[config.mk]
export PLATFORM = sky130hd
export DESIGN_NAME = wave_gen_ctrl_flat
export DESIGN_NICKNAME = d
export VERILOG_FILES = /design/src/rtl/wave_ctrl_pkg.sv /design/src/rtl/wave_gen_ctrl_if.sv /design/src/rtl/tick_divider.sv /design/src/rtl/wave_gen_ctrl.sv /design/src/flat_wrapper.sv
export SDC_FILE = /design/constraint.sdc
export NUM_CORES = 1
export LEC_CHECK = 0
export ABC_CLOCK_PERIOD_IN_PS = 13950
export CAP_MARGIN = 30
export CORE_MARGIN = 8
export CORE_UTILIZATION = 62
export DETAILED_ROUTE_END_ITERATION = 8
export GPL_TIMING_DRIVEN = 0
export PLACE_DENSITY = 0.95
export SLEW_MARGIN = 10
export SYNTH_ARGS = -nofsm -noshare
export SYNTH_HDL_FRONTEND = slang
export SYNTH_SLANG_ARGS = --single-unit
[constraint.sdc]
create_clock -name clk -period 13.95 [get_ports clk]
set_input_delay 4.185 -clock clk [delete_from_list [all_inputs] [get_ports clk]]
set_output_delay 4.185 -clock clk [all_outputs]
set_load 0.05 [all_outputs]
[src/rtl/wave_ctrl_pkg.sv]
// wave_ctrl_pkg: shared types and constants for the waveform generator
// sequencing controller.
//   PHASE_W      width of the phase bus driven into the generators
//   cap_state_t  capture sequencer states
//   wave_sel_t   generator output-mux encoding
package wave_ctrl_pkg;

  localparam int PHASE_W = 8;

  typedef enum logic [1:0] {
    IDLE      = 2'd0,
    WAIT_TRIG = 2'd1,
    CAPTURE   = 2'd2
  } cap_state_t;

  typedef enum logic [1:0] {
    WAVE_SINE     = 2'd0,
    WAVE_SQUARE   = 2'd1,
    WAVE_TRIANGLE = 2'd2,
    WAVE_SAW      = 2'd3
  } wave_sel_t;

endpackage

[src/rtl/wave_gen_ctrl_if.sv]
// wave_gen_ctrl_if: configuration handshake and display-buffer write bus.
//   cfg_valid/cfg_ready  config offer / accept (held by offerer until accepted)
//   cfg_step/div/sel     phase increment, tick period minus 1, waveform select
//   cap_valid/addr/last  one-frame capture writes into the display buffer
// Modports: master = config source / buffer sink, slave = the controller.
interface wave_gen_ctrl_if #(
  parameter int ACC_W  = 16,
  parameter int DIV_W  = 16,
  parameter int ADDR_W = 10
);
  import wave_ctrl_pkg::*;

  logic              cfg_valid;
  logic              cfg_ready;
  logic [ACC_W-1:0]  cfg_step;
  logic [DIV_W-1:0]  cfg_div;
  wave_sel_t         cfg_sel;
  logic              cap_valid;
  logic [ADDR_W-1:0] cap_addr;
  logic              cap_last;

  modport master (
    output cfg_valid, cfg_step, cfg_div, cfg_sel,
    input  cfg_ready, cap_valid, cap_addr, cap_last
  );

  modport slave (
    input  cfg_valid, cfg_step, cfg_div, cfg_sel,
    output cfg_ready, cap_valid, cap_addr, cap_last
  );

endinterface

[src/rtl/tick_divider.sv]
// tick_divider: sample-rate divider producing a registered tick once every
// div+1 cycles.
//   clk, rst  clock, async active-high reset
//   div       tick period minus 1
//   clr       restart the count as if just out of reset (used on config apply)
//   tick      sample strobe
module tick_divider #(
  parameter int DIV_W = 16
) (
  input  logic             clk,
  input  logic             rst,
  input  logic [DIV_W-1:0] div,
  input  logic             clr,
  output logic             tick
);

  logic [DIV_W-1:0] cnt;

  // After clr the divider is in its reset state, so the first tick under a
  // new div lands div+1 cycles later, same as after reset release.
  always_ff @(posedge clk or posedge rst) begin
    if (rst) begin
      cnt  <= '0;
      tick <= 1'b0;
    end else if (clr) begin
      cnt  <= '0;
      tick <= 1'b0;
    end else if (cnt == div) begin
      cnt  <= '0;
      tick <= 1'b1;
    end else begin
      cnt  <= cnt + DIV_W'(1);
      tick <= 1'b0;
    end
  end

endmodule

[src/rtl/wave_gen_ctrl.sv]
// wave_gen_ctrl: sequencing controller for the waveform generator datapath.
// Runs the phase accumulator off the tick divider, applies new step/div/sel
// glitch-free at phase wrap, and captures one phase-aligned frame of
// generator output into the display buffer.
//   clk, rst  clock, async active-high reset
//   bus       config handshake + capture write bus (slave side)
//   arm       request capture of one frame
//   tick      sample strobe / clock enable for the generators
//   phase     top PHASE_W bits of the accumulator
//   wave_sel  generator output-mux select
//   busy      capture armed, running, or writes still in flight
//
// state     | meaning
// IDLE      | no capture requested; arm starts one
// WAIT_TRIG | armed, waiting for a wrap tick (sample 0)
// CAPTURE   | scheduling samples 1..FRAME_LEN-1, one per tick
module wave_gen_ctrl
  import wave_ctrl_pkg::*;
#(
  parameter int ACC_W     = 16,
  parameter int DIV_W     = 16,
  parameter int ADDR_W    = 10,
  parameter int FRAME_LEN = 640,
  parameter int RST_STEP  = 256,
  parameter int RST_DIV   = 0
) (
  input  logic               clk,
  input  logic               rst,
  wave_gen_ctrl_if.slave     bus,
  input  logic               arm,
  output logic               tick,
  output logic [PHASE_W-1:0] phase,
  output logic [1:0]         wave_sel,
  output logic               busy
);

  localparam logic [ADDR_W-1:0] LAST_ADDR = ADDR_W'(FRAME_LEN - 1);
  localparam bit                SINGLE    = (FRAME_LEN == 1);

  cap_state_t        state, state_nxt;
  logic [ACC_W-1:0]  acc, acc_sum, step_r, pend_step;
  logic [DIV_W-1:0]  div_r, pend_div;
  wave_sel_t         sel_r, pend_sel;
  logic              pend_full;
  logic              wrap, apply;
  logic              sample, sample_last;
  logic [ADDR_W-1:0] sample_addr;
  logic              s1_valid, s1_last;
  logic [ADDR_W-1:0] s1_addr;

  tick_divider #(.DIV_W(DIV_W)) u_tick_divider (
    .clk  (clk),
    .rst  (rst),
    .div  (div_r),
    .clr  (apply),
    .tick (tick)
  );

  assign {wrap, acc_sum} = {1'b0, acc} + {1'b0, step_r};
  assign phase           = acc[ACC_W-1 -: PHASE_W];
  assign wave_sel        = sel_r;
  assign bus.cfg_ready   = !pend_full;
  assign busy            = (state != IDLE) || s1_valid || bus.cap_valid;

  // With step_r == 0 a wrap can never come, so the pending slot drains on
  // any tick. Never applied mid-frame so a frame is captured with one config.
  assign apply = tick && pend_full && (state != CAPTURE) &&
                 (wrap || (step_r == '0));

  always_ff @(posedge clk or posedge rst) begin
    if (rst) state <= IDLE;
    else     state <= state_nxt;
  end

  always_comb begin
    state_nxt   = state;
    sample      = 1'b0;
    sample_addr = s1_addr;
    sample_last = 1'b0;
    case (state)
      IDLE: begin
        if (arm) state_nxt = WAIT_TRIG;
      end
      WAIT_TRIG: begin
        if (tick && wrap) begin
          sample      = 1'b1;
          sample_addr = '0;
          sample_last = SINGLE;
          state_nxt   = SINGLE ? IDLE : CAPTURE;
        end
      end
      CAPTURE: begin
        if (tick) begin
          sample      = 1'b1;
          sample_addr = s1_addr + ADDR_W'(1);
          sample_last = (sample_addr == LAST_ADDR);
          if (sample_last) state_nxt = IDLE;
        end
      end
      default: state_nxt = IDLE;
    endcase
  end

  always_ff @(posedge clk or posedge rst) begin
    if (rst) begin
      acc           <= '0;
      step_r        <= ACC_W'(RST_STEP);
      div_r         <= DIV_W'(RST_DIV);
      sel_r         <= WAVE_SINE;
      pend_full     <= 1'b0;
      pend_step     <= '0;
      pend_div      <= '0;
      pend_sel      <= WAVE_SINE;
      s1_valid      <= 1'b0;
      s1_addr       <= '0;
      s1_last       <= 1'b0;
      bus.cap_valid <= 1'b0;
      bus.cap_addr  <= '0;
      bus.cap_last  <= 1'b0;
    end else begin
      if (tick) acc <= acc_sum;

      if (apply) begin
        step_r    <= pend_step;
        div_r     <= pend_div;
        sel_r     <= pend_sel;
        pend_full <= 1'b0;
      end else if (bus.cfg_valid && !pend_full) begin
        pend_full <= 1'b1;
        pend_step <= bus.cfg_step;
        pend_div  <= bus.cfg_div;
        pend_sel  <= bus.cfg_sel;
      end

      // Two-stage delay lines the write up with the generators' own
      // register stage: the sample for a tick in T is written in T+2.
      s1_valid <= sample;
      if (sample) begin
        s1_addr <= sample_addr;
        s1_last <= sample_last;
      end
      bus.cap_valid <= s1_valid;
      bus.cap_addr  <= s1_addr;
      bus.cap_last  <= s1_valid && s1_last;
    end
  end

endmodule
[src/flat_wrapper.sv]
// flat-port wrapper written by rule: the top's interface ports become plain ports
module wave_gen_ctrl_flat import wave_ctrl_pkg::*;
#(
  parameter int ACC_W     = 16,
  parameter int DIV_W     = 16,
  parameter int ADDR_W    = 10,
  parameter int FRAME_LEN = 640,
  parameter int RST_STEP  = 256,
  parameter int RST_DIV   = 0
)
  (clk, rst, arm, tick, phase, wave_sel, busy, bus_cfg_valid, bus_cfg_step, bus_cfg_div, bus_cfg_sel, bus_cfg_ready, bus_cap_valid, bus_cap_addr, bus_cap_last);
  wave_gen_ctrl_if #(.ACC_W(ACC_W), .DIV_W(DIV_W), .ADDR_W(ADDR_W)) bus_i ();
  input  logic clk;
  input  logic rst;
  input  logic arm;
  output logic tick;
  output logic [PHASE_W-1:0] phase;
  output logic [1:0] wave_sel;
  output logic busy;
  input wire logic [$bits(bus_i.cfg_valid)-1:0] bus_cfg_valid;
  input wire logic [$bits(bus_i.cfg_step)-1:0] bus_cfg_step;
  input wire logic [$bits(bus_i.cfg_div)-1:0] bus_cfg_div;
  input wire logic [$bits(bus_i.cfg_sel)-1:0] bus_cfg_sel;
  output wire logic [$bits(bus_i.cfg_ready)-1:0] bus_cfg_ready;
  output wire logic [$bits(bus_i.cap_valid)-1:0] bus_cap_valid;
  output wire logic [$bits(bus_i.cap_addr)-1:0] bus_cap_addr;
  output wire logic [$bits(bus_i.cap_last)-1:0] bus_cap_last;
  assign bus_i.cfg_valid = bus_cfg_valid;
  assign bus_i.cfg_step = bus_cfg_step;
  assign bus_i.cfg_div = bus_cfg_div;
  assign bus_i.cfg_sel = bus_cfg_sel;
  assign bus_cfg_ready = bus_i.cfg_ready;
  assign bus_cap_valid = bus_i.cap_valid;
  assign bus_cap_addr = bus_i.cap_addr;
  assign bus_cap_last = bus_i.cap_last;
  wave_gen_ctrl #(.ACC_W(ACC_W), .DIV_W(DIV_W), .ADDR_W(ADDR_W), .FRAME_LEN(FRAME_LEN), .RST_STEP(RST_STEP), .RST_DIV(RST_DIV)) u_core (.clk(clk), .rst(rst), .bus(bus_i), .arm(arm), .tick(tick), .phase(phase), .wave_sel(wave_sel), .busy(busy));
endmodule
---- Word level (Yosys, flattened, before mapping) ----
Index checks and enable logic that the tools add are counted.
storage, ports and cells
  register bits after elaboration ......... 128
  input port bits ......................... 38
  output and inout bits ................... 25
cells by class
  add/subtract/negate cells ............... 3
  equal/unequal tests ..................... 9
  mux-type cells .......................... 19
  bitwise gates (word level) .............. 1
  reductions and logical operators ........ 18
operators with widths
  kind                                                                     number
  16-bit 2-to-1 mux                                                        2
  10-bit 2-to-1 mux                                                        2
  10-bit case mux with 2 select lines                                      1
  16-bit by 16-bit adder with 17-bit output                                1
  16-bit by 1-bit adder with 16-bit output, second input constant          1
  16-bit == test                                                           1
  16-bit zero test                                                         1
  10-bit by 1-bit adder with 10-bit output, second input constant          1
  10-bit == test, second input constant                                    1
  1-bit 2-to-1 mux                                                         8
  2-bit 2-to-1 mux                                                         4
  4-bit AND reduction                                                      2
  1-bit logical AND                                                        6
  2-bit inequality test, second input constant                             3
  2-bit case mux with 3 select lines                                       1
  2-bit nonzero test                                                       3
  2-bit by 1-bit inequality test with 1-bit output, second input constant  2
  1-bit logical OR                                                         3
  2-bit by 1-bit == test with 1-bit output, second input constant          1
  2-bit == test, second input constant                                     1
  2-bit zero test                                                          1
  1-bit case mux with 2 select lines                                       1
  2-bit AND reduction                                                      1
  1-bit zero test                                                          1
  1-bit NOT                                                                1

---- Depth between registers and ports, before layout ----
  depth after elaboration ................. 5
  depth in mapped cells ................... 10
  mapped depth without buffers ............ 8

---- Hierarchy ----
From an unflattened synthesis, not the netlist that was laid out.
unflattened totals
  cell total of the unflattened synthesis .. 536
  area, all modules ....................... 6456.2 um^2
by module, submodules not included
  module         times used  cells an instance  area an instance (um^2)  seq. area each (um^2)
  wave_gen_ctrl  1           431                5426.5                   2778.9
  tick_divider   1           105                1029.7                   425.4

---- Worst setup path after synthesis ----
No wires, ideal clock.
  path kind ............................... input to register
  from .................................... in bus_cfg_valid
  to ...................................... reg u_core.pend_div[10]
  arrival time ............................ 5242 ps
  path slack .............................. 8583 ps
  cell stages on the path ................. 4
  path buffers ............................ 2
  cells stage by stage .................... nor2b_1 > clkbuf_1 > buf_1 > mux2_2
between the ends
  word-level cells in the longest chain between the ends .. 2
RTL lines
  what                                  RTL line              source
  start, declared                       flat_wrapper.sv:20    input wire logic [$bits(bus_i.cfg_valid)-1:0] bus_cfg_valid;
  1-bit logical AND                     wave_gen_ctrl.sv:128  end else if (bus.cfg_valid && !pend_full) begin
  2-bit AND reduction (no source line)  --
  end signal, assigned                  wave_gen_ctrl.sv:131  pend_div <= bus.cfg_div;
  end, declared                         wave_gen_ctrl.sv:42   logic [DIV_W-1:0] div_r, pend_div;
No other way between the ends.
A chain may end at the register's enable or synchronous reset.

---- Worst setup path in the final report ----
  from .................................... reg u_core.state[0]
  to ...................................... out busy
between the ends
  word-level cells in the longest chain between the ends .. 3
RTL lines
  what                            RTL line             source
  start, declared                 wave_gen_ctrl.sv:40  cap_state_t state, state_nxt;
  start signal, assigned          wave_gen_ctrl.sv:72  else state <= state_nxt;
  2-bit nonzero test              wave_gen_ctrl.sv:63  assign busy = (state != IDLE) || s1_valid || bus.cap_valid;
  1-bit logical OR (2 in series)  wave_gen_ctrl.sv:63
  end, declared                   flat_wrapper.sv:19   output logic busy;
No other way between the ends.

==> flow_summary_export.csv <==
group,metric,value,unit
setup_path,critPathKind,"register to output pin",
finish,antennaDiodeCount,0,
setup_path,worst-path-stages,4,
setup_path,crit_slowest_cell,"clkdlybuf4s50_1",
sta,rsz0062_at_grt,"no",
setup_path,r2r-start,"u_core.step_r[0]",
floorplan,die_h,117,µm
yosys,ys_seq_area_share,50.9,%
clocking,clock_sinks,128,
yosys,yosysWarnings,0,
sta,fin_tns_setup,0,ps
detailed_routing,via_per_inst,6.07,
yosys,avgSynthCellArea,12.0,µm²
power_and_ir_drop,seq_power_share,40.0,%
detailed_routing,postRouteWirelength,14500,µm
setup_path,cpPeakStageDelay,800,ps
yosys,ys_types,68,
setup_path,required,9760,ps
power_and_ir_drop,p_comb_share,24.6,%
sta,slew-limit-headroom,55.1,%
hold_path,hold_end,"u_core.bus.cap_addr[4]",
sta,tightest_slew,673,ps
placed_design,dp_slack,7700,ps
floorplan,rows,36,
clocking,clk_pin_slew_worst_paths,60,ps
hold_path,hold_depth,0,
power_and_ir_drop,ir_worst_vdd,0.0956,mV
yosys,synth_top_flop_cell,"dfrtp_1",
yosys,synth_edf_count,0,
grt,grt_util_all_layers,22.7,%
sta,max_freq,159,MHz
finish,nets,670,
sta,final_max_slew_viol_count,0,
grt,grt_pass1_vias,4729,
yosys,async_flop_share,100,%
clocking,clkLatencyLatePin,530,ps
detailed_routing,vias,4567,
clocking,cts_tree,"built",
clocking,ctsResizeCount,0,
setup_path,startpoint_type,"register",
floorplan,die-area,13600,µm²
setup_path,reg2reg_depth,9,
floorplan,chipWidth,117,µm
finish,drive_above_1_share,19.2,%
sta,fin_crit,6290,ps
floorplan,start_util,64.1,%
sta,postLayoutSetupSlackWorst,7660,ps
setup_path,end_kind,"output pin",
floorplan,core-area,9820,µm²
placed_design,hpwl,9780,µm
detailed_routing,firstDrtPassIters,5,
clocking,post_cts_buffers,0,
clocking,cts_buffers,17,
sta,finalHoldViolCount,0,
power_and_ir_drop,pwr_density_cell,152,nW/µm²
placed_design,io_buffers,62,
hold_path,hold_class,"register to register",
job,cap_violations,0,
power_and_ir_drop,leakage,3.52,nW
run_status,outcome,"completed",
power_and_ir_drop,switching_share,31.2,%
floorplan,ioPinCount,63,
clocking,postCtsHoldBufs,0,
setup_path,crit_buf_inv,2,
detailed_routing,drtIter0Drc,305,
grt,antenna_found_initial,0,
yosys,synth_nets,588,
grt,grt_max_degree,76,
detailed_routing,wire_per_inst,19.2,µm
hold_path,min_from,"u_core.s1_addr[4]",
setup_path,reg2reg_to,"u_core.s1_addr[8]",
clocking,root_buffer,"clkbuf_8",
clocking,h-tree-depth,4,
clocking,clk_path_buf_depth,2,
power_and_ir_drop,clockPowerShare,35.4,%
sta,fin_crit_sh,45.1,%
power_and_ir_drop,internal-power,0.000804,W
yosys,syn_area,6290,µm²
grt,grt_pass1_wl,23600,µm
yosys,ys_ff_latch,128,
sta,setup_viol,0,
setup_path,path_max_fanout,4,
sta,fin_skew,6.76,ps
setup_path,worstPathCellList,"inv_1 -> ha_1 -> nand2_1 -> clkdlybuf4s50_1",
detailed_routing,antenna_left,0,
power_and_ir_drop,p_sw,0.000364,W
setup_path,r2r_setup_slack,10950,ps
placed_design,gp_congestion,0.901,
detailed_routing,drc,0,
setup_path,crit_family,"buffers and inverters",
grt,grt-ovfl-total,0,
yosys,synthCells,525,
finish,syn2layout_area_growth,21.9,%
setup_path,cp.arrival,2110,ps
## layout make-up
type / instances / area (µm²)
well taps: 133 / 166
clock buffers: 24 / 480
multi-input cells: 359 / 2880
flip-flops and latches: 128 / 3200
inverters: 11 / 46.3
clock inverters: 8 / 80.1
repair buffers: 63 / 648
fillers: 589 / 2150
plain buffers: 27 / 168
## kinds of logic (layout without fill, tap and decap cells)
kind of cell / count (synthesis) / after routing / share of synthesized area (%)
xor gates and xnor gates: 42 / 42 / 6.14
and+or+nand+nor: 129 / 129 / 11.1
DFF: 128 / 128 / 50.9
muxes: 80 / 80 / 14.4
adders and majority gates: 25 / 25 / 5.09
buffers and inverters: 38 / 133 / 3.32
AOI/OAI and AO/OA: 83 / 83 / 9.05
## stage by stage
stage / cells / power (W) / cell area [µm²] / hold slack [ps] / utilization, %
6_report: 753 / 0.00117 / 7670 / 382 / 78.1
5_1_grt: 753 / 0.00122 / 7670 / 399 / 78.1
4_1_cts: 753 / 0.00117 / 7670 / 382 / 78.1
3_5_place_dp: 721 / 0.000749 / 7110 / 363 / 72.4
3_3_place_gp: 720 / 0.000728 / 7080 / 363 / 72.1
2_1_floorplan: 525 / 0.000669 / 6290 / 355 / -
## sequential cells by signal, summed over array words and instances, names as in the netlist, 10 cells and up
name,flops
u_core.s1_addr,10
u_core.bus.cap_addr,10
u_core.pend_step,16
u_core.acc,16
u_core.u_tick_divider.cnt,16
u_core.step_r,16
u_core.div_r,16
u_core.pend_div,16
## synthesized netlist by cell type (all sizes together), types with 2 or more instances
| cell | count | area, µm² |
|---|---|---|
| o221ai | 2 | 17.5 |
| and4 | 3 | 27.5 |
| ha | 24 | 300 |
| a211oi | 5 | 37.5 |
| nand3b | 3 | 22.5 |
| or4 | 2 | 18.8 |
| mux2 | 79 | 897 |
| clkbuf | 2 | 7.51 |
| a21oi | 20 | 100 |
| a21o | 4 | 30.0 |
| nand2b | 3 | 18.8 |
| xnor2 | 11 | 115 |
| nor2 | 39 | 154 |
| dfrtp | 127 | 3180 |
| nand4b | 2 | 17.5 |
| o21bai | 2 | 15.0 |
| and2 | 4 | 25.0 |
| a2111oi | 2 | 18.8 |
| and3 | 6 | 38.8 |
| nor2b | 3 | 18.8 |
| o31ai | 5 | 37.5 |
| nor4 | 8 | 50.1 |
| nand2 | 27 | 101 |
| o22ai | 2 | 18.8 |
| o41ai | 2 | 17.5 |
| buf | 25 | 160 |
| nand3 | 14 | 82.6 |
| o21ai | 24 | 128 |
| nor3 | 5 | 25.0 |
| nand4 | 7 | 65.1 |
| xor2 | 31 | 272 |
| a31oi | 3 | 18.8 |
| inv | 11 | 41.3 |
## power groups by stage
stage | combinational [W] | sequential [W] | clock (W)
5_1_grt | 0.000311 | 0.000472 | 0.000434
4_1_cts | 0.000285 | 0.000466 | 0.000416
2_1_floorplan | 0.000212 | 0.000457 | 0
6_report | 0.000287 | 0.000468 | 0.000413
3_5_place_dp | 0.000279 | 0.000470 | 0
3_3_place_gp | 0.000263 | 0.000465 | 0
## per-layer routing
metal / routed length (µm) / GRT usage (%)
met3: 1120 / 5.79
met4: 359 / 10.2
met2: 7360 / 39.0
met5: 0 / 0
met1: 5650 / 26.4
## cell usage in the layout (no fill, tap or decap), drive strengths merged, types with 20 or more instances in the layout
master | synthesis | final
clkdlybuf4s50 | 0 | 62
nand2 | 27 | 27
ha | 24 | 24
xor2 | 31 | 31
dfrtp | 127 | 127
buf | 25 | 26
o21ai | 24 | 24
mux2 | 79 | 79
clkbuf | 2 | 26
nor2 | 39 | 39
a21oi | 20 | 20
## worst max path at each step
stage | from | endpoint | slack (ps)
6_report | u_core.state[0] | busy | 7660
5_1_grt | u_core.state[0] | busy | 7570
4_1_cts | u_core.state[0] | busy | 7650
3_5_place_dp | bus_cfg_valid | u_core.pend_step[10] | 7700
3_3_place_gp | rst | u_core.acc[7] | 4810
2_1_floorplan | rst | u_core.acc[0] | 6350
Power figures use the tool's default switching activity.
